**src/rtl/div_pkg.sv**
```systemverilog
// Shared constants and state encoding for the shared 32-bit divider controller.
package div_pkg;
  localparam int W    = 32;
  localparam int ITER = 32;

  localparam logic [W-1:0] DIV0_Q = 32'hFFFF_FFFF;
  localparam logic [W-1:0] OVF_A  = 32'h8000_0000;

  typedef enum logic [1:0] {
    IDLE = 2'd0,
    RUN  = 2'd1,
    FIX  = 2'd2,
    DONE = 2'd3
  } state_e;
endpackage

```
**src/rtl/div_core_u32.sv**
```systemverilog
// Unsigned restoring divider: one quotient bit per step, MSB first, ITER steps per operation.
module div_core_u32
  import div_pkg::*;
(
  input  logic         clk,
  input  logic         rst,
  input  logic         load_i,
  input  logic         step_i,
  input  logic [W-1:0] dividend_i,
  input  logic [W-1:0] divisor_i,
  output logic [W-1:0] quo_o,
  output logic [W-1:0] rem_o,
  output logic         last_o
);
  localparam int CW = $clog2(ITER);

  logic [2*W-1:0] pr_q, pr_d;
  logic [W-1:0]   dv_q;
  logic [CW-1:0]  cnt_q, cnt_d;
  logic [W:0]     hi;
  logic [W-1:0]   lo;
  logic [W-1:0]   diff;

  // hi is 33 bits so a divisor above 2^31 never loses the shifted-out MSB
  always_comb begin
    hi    = pr_q[2*W-1:W-1];
    lo    = {pr_q[W-2:0], 1'b0};
    diff  = hi[W-1:0] - dv_q;
    pr_d  = pr_q;
    cnt_d = cnt_q;
    if (load_i) begin
      pr_d  = {{W{1'b0}}, dividend_i};
      cnt_d = '0;
    end else if (step_i) begin
      if (hi >= {1'b0, dv_q}) begin
        pr_d = {diff, lo[W-1:1], 1'b1};
      end else begin
        pr_d = {hi[W-1:0], lo};
      end
      cnt_d = cnt_q + 1'b1;
    end
  end

  always_ff @(posedge clk) begin
    if (rst) begin
      cnt_q <= '0;
    end else begin
      cnt_q <= cnt_d;
    end
  end

  always_ff @(posedge clk) begin
    pr_q <= pr_d;
    if (load_i) begin
      dv_q <= divisor_i;
    end
  end

  assign quo_o  = pr_q[W-1:0];
  assign rem_o  = pr_q[2*W-1:W];
  assign last_o = step_i && (cnt_q == CW'(ITER - 1));
endmodule

```
**src/rtl/div_ctrl_32.sv**
```systemverilog
// Round-robin front end that shares one iterative divider between two requesters,
// handling operand signs, divide-by-zero and signed overflow around the unsigned core.
module div_ctrl_32
  import div_pkg::*;
#(
  parameter int W            = div_pkg::W,
  parameter bit FAST_SPECIAL = 1'b1
) (
  input  logic         clk,
  input  logic         rst,
  input  logic [1:0]   req,
  input  logic [W-1:0] a0,
  input  logic [W-1:0] b0,
  input  logic         sgn0,
  input  logic [W-1:0] a1,
  input  logic [W-1:0] b1,
  input  logic         sgn1,
  output logic [1:0]   gnt,
  output logic         busy,
  output logic         dne,
  output logic         id,
  output logic [W-1:0] q,
  output logic [W-1:0] r,
  input  logic         ack
);
  state_e       state_q, state_d;
  logic         ptr_q, ptr_d;
  logic         id_q, id_d;
  logic [W-1:0] q_q, q_d, r_q, r_d;
  logic [W-1:0] a_orig_q;
  logic         neg_q_q, neg_r_q, div0_q, ovf_q;

  logic [1:0]   gnt_c;
  logic         sel, s_sel, div0_sel, ovf_sel;
  logic [W-1:0] a_sel, b_sel;
  logic         core_last;
  logic [W-1:0] uq, ur;

  function automatic logic [W-1:0] mag(input logic [W-1:0] v, input logic sgn);
    logic signed [W-1:0] sv;
    sv = $signed(v);
    return (sgn && sv < 0) ? $unsigned(-sv) : v;
  endfunction

  function automatic logic [W-1:0] apply_sign(input logic [W-1:0] v, input logic neg);
    logic signed [W-1:0] sv;
    sv = $signed(v);
    return neg ? $unsigned(-sv) : v;
  endfunction

  // Grant is combinational so operands are latched in the same cycle as the pulse
  always_comb begin
    gnt_c = 2'b00;
    if (state_q == IDLE && !rst) begin
      case (req)
        2'b01:   gnt_c = 2'b01;
        2'b10:   gnt_c = 2'b10;
        2'b11:   gnt_c = ptr_q ? 2'b10 : 2'b01;
        default: gnt_c = 2'b00;
      endcase
    end
  end

  assign sel      = gnt_c[1];
  assign a_sel    = sel ? a1 : a0;
  assign b_sel    = sel ? b1 : b0;
  assign s_sel    = sel ? sgn1 : sgn0;
  assign div0_sel = (b_sel == '0);
  assign ovf_sel  = s_sel && (a_sel == OVF_A) && (b_sel == '1);

  always_comb begin
    state_d = state_q;
    ptr_d   = ptr_q;
    id_d    = id_q;
    q_d     = q_q;
    r_d     = r_q;
    case (state_q)
      IDLE: begin
        if (gnt_c != 2'b00) begin
          ptr_d = ~sel;
          id_d  = sel;
          if (FAST_SPECIAL && (div0_sel || ovf_sel)) begin
            state_d = DONE;
            q_d     = div0_sel ? DIV0_Q : OVF_A;
            r_d     = div0_sel ? a_sel : '0;
          end else begin
            state_d = RUN;
          end
        end
      end
      RUN: begin
        if (core_last) state_d = FIX;
      end
      FIX: begin
        state_d = DONE;
        if (div0_q) begin
          q_d = DIV0_Q;
          r_d = a_orig_q;
        end else if (ovf_q) begin
          q_d = OVF_A;
          r_d = '0;
        end else begin
          q_d = apply_sign(uq, neg_q_q);
          r_d = apply_sign(ur, neg_r_q);
        end
      end
      DONE: begin
        if (ack) state_d = IDLE;
      end
      default: state_d = IDLE;
    endcase
  end

  always_ff @(posedge clk) begin
    if (rst) begin
      state_q <= IDLE;
      ptr_q   <= 1'b0;
      id_q    <= 1'b0;
      q_q     <= '0;
      r_q     <= '0;
    end else begin
      state_q <= state_d;
      ptr_q   <= ptr_d;
      id_q    <= id_d;
      q_q     <= q_d;
      r_q     <= r_d;
    end
  end

  // Sign and special-case flags captured at accept, consumed in FIX
  always_ff @(posedge clk) begin
    if (gnt_c != 2'b00) begin
      a_orig_q <= a_sel;
      neg_q_q  <= s_sel & (a_sel[W-1] ^ b_sel[W-1]);
      neg_r_q  <= s_sel & a_sel[W-1];
      div0_q   <= div0_sel;
      ovf_q    <= ovf_sel;
    end
  end

  div_core_u32 u_core (
    .clk        (clk),
    .rst        (rst),
    .load_i     (gnt_c != 2'b00),
    .step_i     (state_q == RUN),
    .dividend_i (mag(a_sel, s_sel)),
    .divisor_i  (mag(b_sel, s_sel)),
    .quo_o      (uq),
    .rem_o      (ur),
    .last_o     (core_last)
  );

  assign gnt  = gnt_c;
  assign busy = (state_q != IDLE);
  assign dne  = (state_q == DONE);
  assign id   = id_q;
  assign q    = q_q;
  assign r    = r_q;
endmodule

```
**config.mk**
```make
export PLATFORM = sky130hd
export DESIGN_NAME = div_ctrl_32
export DESIGN_NICKNAME = d
export VERILOG_FILES = /design/src/rtl/div_pkg.sv /design/src/rtl/div_core_u32.sv /design/src/rtl/div_ctrl_32.sv
export SDC_FILE = /design/constraint.sdc
export NUM_CORES = 1
export LEC_CHECK = 0
export BUFFER_PORTS_ARGS = -buffer_cell sky130_fd_sc_hd__clkbuf_2
export CAP_MARGIN = 20
export CORE_MARGIN = 5
export CORE_UTILIZATION = 64
export DETAILED_ROUTE_END_ITERATION = 10
export PLACE_DENSITY = 0.87
export SETUP_SLACK_MARGIN = 0.02
export SLEW_MARGIN = 20
export SYNTH_ARGS = -nofsm -noshare
export SYNTH_HDL_FRONTEND = slang
export SYNTH_HIERARCHICAL = 1
export SYNTH_SLANG_ARGS = --single-unit
```
**constraint.sdc**
```tcl
create_clock -name clk -period 9.3 [get_ports clk]
set_input_delay 0.465 -clock clk [delete_from_list [all_inputs] [get_ports clk]]
set_output_delay 0.465 -clock clk [all_outputs]
set_load 0.03 [all_outputs]
```
==> results.py <==
metrics = {
    "timing": {
        "tightest_slew_ns": 1.08,
        "finalSetupViolations": 0,
        "min_period_ns": 5.92,
        "period_share_pct": 63.6,
        "drv_slew": 0,
        "slew_headroom_pct": 27.7,
        "hold-worst-slack_ns": 0.264,
        "worst_slack_ns": 3.38,
        "final_hold_viol_count": 0,
        "rsz0062_at_grt": "no",
        "fin_skew_ns": 0.0286,
        "setup_tns_ns": 0,
        "fmax_mhz": 169,
    },
    "clocking": {
        "ctsHoldBuffers": 0,
        "cts_inserted_buffers": 23,
        "cts.sinks": 205,
        "cts_setup_buffers": 0,
        "cts_root_buffer": "clkbuf_16",
        "htree_levels": 1,
        "cts.repair.resized": 0,
        "cts_tree": "yes",
        "cts_buffer_depth": 3,
        "clk-insertion-delay-late_ns": 0.54,
        "clk_pin_slew_ns": 0.07,
    },
    "logic_synthesis": {
        "synth_edf_count": 100,
        "netlist_instances": 1705,
        "ys_seq_area_share_pct": 34.3,
        "async_reset_ff_share_pct": 0,
        "ys_ff_latch": 205,
        "synth_area_per_cell_sq_um": 8.74,
        "netlist_area_sq_um": 14900,
        "synth_ff_type": "dfxtp_1",
        "syn_nets": 1885,
        "yosysWarnings": 6,
        "synth_cell_type_count": 91,
    },
    "job": {
        "drv_cap": 0,
    },
    "finish": {
        "fin_nets": 2012,
        "area_growth_pct": 11.4,
        "final_cell_mix": "203 x clkbuf_2, 184 x nand2_1, 133 x a21oi_1, 115 x nor2_1, 105 x dfxtp_1",
        "n_antenna_cell": 0,
        "layout_commonest_cell": "clkbuf_2",
        "drive_gt1_share_pct": 19.3,
        "final_cells": 2162,
    },
    "die": {
        "ioPinCount": 204,
        "coreArea_sq_um": 22800,
        "dieArea_sq_um": 26400,
        "rows": 55,
        "die_y_microns": 163,
        "die_w_microns": 163,
        "start_util_pct": 65.4,
    },
    "setup_path": {
        "r2r_slack_ns": 3.38,
        "startpoint": "state_q[0]",
        "cp.arrival_ns": 6.30,
        "crit_end": "q[24]",
        "critPathLaunchType": "register",
        "reg2reg_from": "state_q[0]",
        "path_max_fanout": 80,
        "r2r_cells": 16,
        "worstSetupPathType": "reg -> reg",
        "crit_required_ns": 9.68,
        "timing.rr.end": "q[24]",
        "endpoint_kind": "register",
    },
    "placed_design": {
        "io_buffers": 203,
        "gp_congestion": 1.02,
        "post-dp-hpwl_microns": 37300,
        "pre_cts_ws_ns": 3.60,
        "dp.cells": 2120,
    },
    "detailed_routing": {
        "drt_first_pass_iters": 8,
        "first_iter_violations": 2371,
        "wl_per_cell_microns": 23.5,
        "via_count": 14700,
        "via_per_inst": 6.82,
        "drc": 0,
        "ant_nets": 0,
        "finalWirelength_microns": 50800,
    },
    "power_and_ir_drop": {
        "max-vdd-ir-drop_uv": 262,
        "power_mw": 4.86,
        "leakagePower_nw": 6.67,
        "power_density_nw_per_um2": 293,
    },
    "global_route": {
        "use_met1_pct": 52.2,
        "grt_pass1_vias": 14000,
        "grt_busiest_layer": "met2",
        "grt_util_met2_pct": 57.8,
        "antenna_found_initial": 0,
        "grt_pass1_wl_microns": 78800,
        "gr-total-overflow": 0,
        "grt_usage_pct": 37.2,
        "grt_use_met3_pct": 8.83,
        "grt_max_degree": 81,
    },
    "worst_hold_path": {
        "hp-class": "in -> reg",
    },
    "outcome": {
        "status": "finished clean",
    },
}
-- synth_stat cells, types with 14 or more instances --
library cell | n | area, sq um
nand3_1 | 33 | 165
o21ai_0 | 35 | 175
xor2_1 | 75 | 657
o41ai_1 | 18 | 158
inv_1 | 67 | 251
a31oi_1 | 34 | 213
clkbuf_1 | 67 | 251
ha_1 | 44 | 551
o31ai_1 | 97 | 728
or3_1 | 24 | 150
buf_2 | 15 | 75.1
a221oi_1 | 28 | 245
nor4_1 | 27 | 169
nand2b_1 | 14 | 87.6
or4_1 | 20 | 150
nand2_1 | 185 | 694
nor2_1 | 115 | 432
mux2i_1 | 46 | 460
xnor2_1 | 69 | 604
nand4_1 | 34 | 213
buf_6 | 17 | 191
dfxtp_1 | 105 | 2100
mux2_2 | 36 | 405
a311oi_1 | 15 | 131
o21ai_1 | 25 | 125
a21oi_1 | 133 | 666
edfxtp_1 | 100 | 3000
nor3_1 | 44 | 220
-- how the worst min path moves through the flow --
| stage | cells after the start | end | from |
|---|---|---|---|
| final | 2 | u_core/cnt_q[3] | rst |
| after global routing | 2 | u_core/cnt_q[3] | rst |
| after CTS | 2 | state_q[1] | rst |
| after detailed placement | 1 | id | id |
| after global placement | 1 | id | id |
| after floorplan | 2 | state_q[1] | state_q[1] |
-- cell type report --
class	count	area (sq um)
Fill cell	1757	6180
Clock inverter	15	174
Inverter	69	260
Multi-Input combinational cell	1317	8950
Clock buffer	27	612
Timing Repair Buffer	216	1110
Sequential cell	205	5100
Tap cell	313	392
-- state kept, by name (all words and copies together) (netlist names) --
signal and count:
u_core/dv_q 32, neg_r_q 1, neg_q_q 1, u_core/cnt_q 5
id 1, q 32, r 32, u_core/pr_q 64
state_q 2, ovf_q 1, ptr_q 1, a_orig_q 32
div0_q 1
-- power by group --
part | switching, mW | internal (mW) | leakage [nW] | total (mW)
Sequential | 0.326 | 1.27 | 1.81 | 1.60
Clock | 0.408 | 0.561 | 0.389 | 0.969
Combinational | 1.43 | 0.860 | 4.48 | 2.29
Total | 2.16 | 2.70 | 6.67 | 4.86
-- metal layers --
metal | part of all wire [%] | vias up
met5 | 0 | -
met4 | 3.1 | 0
met3 | 12 | 125
met2 | 44 | 1051
met1 | 40 | 6944
li1 | - | 6617
-- through the flow --
stage                     util [%]  instance area (sq um)
after global placement        69.4                  15800
after CTS                     72.9                  16600
after detailed placement      69.4                  15800
after floorplan                  -                  14900
final                         72.9                  16600
after global routing          72.9                  16600
-- cells by family after synthesis --
kind of cell             after synthesis  synth area share (%)
AO/OA/AOI/OAI                        479                  22.9
XOR/XNOR                             144                  8.46
adder cells (fa/ha/maj)               45                  3.83
buffers and inverters                183                  5.95
flip-flops                           205                  34.3
multiplexers                          82                  5.81
AND/OR/NAND/NOR                      567                  18.8
-- critical path: stages, from the launching register on --
cell and delay (ns):
dfxtp_1 0.34, inv_1 0.13, ha_1 0.23, and3b_1 0.39, nand2_8 0.36, clkinv_2 0.41, buf_4 0.49, mux2i_1 0.37
ha_1 0.38, nand4_1 0.15, o22ai_1 0.31, nand3_1 0.24, o2bb2ai_4 0.20, buf_4 0.59, or2_2 0.33, buf_4 0.54
a31oi_1 0.19
Power figures use the tool's default switching activity.
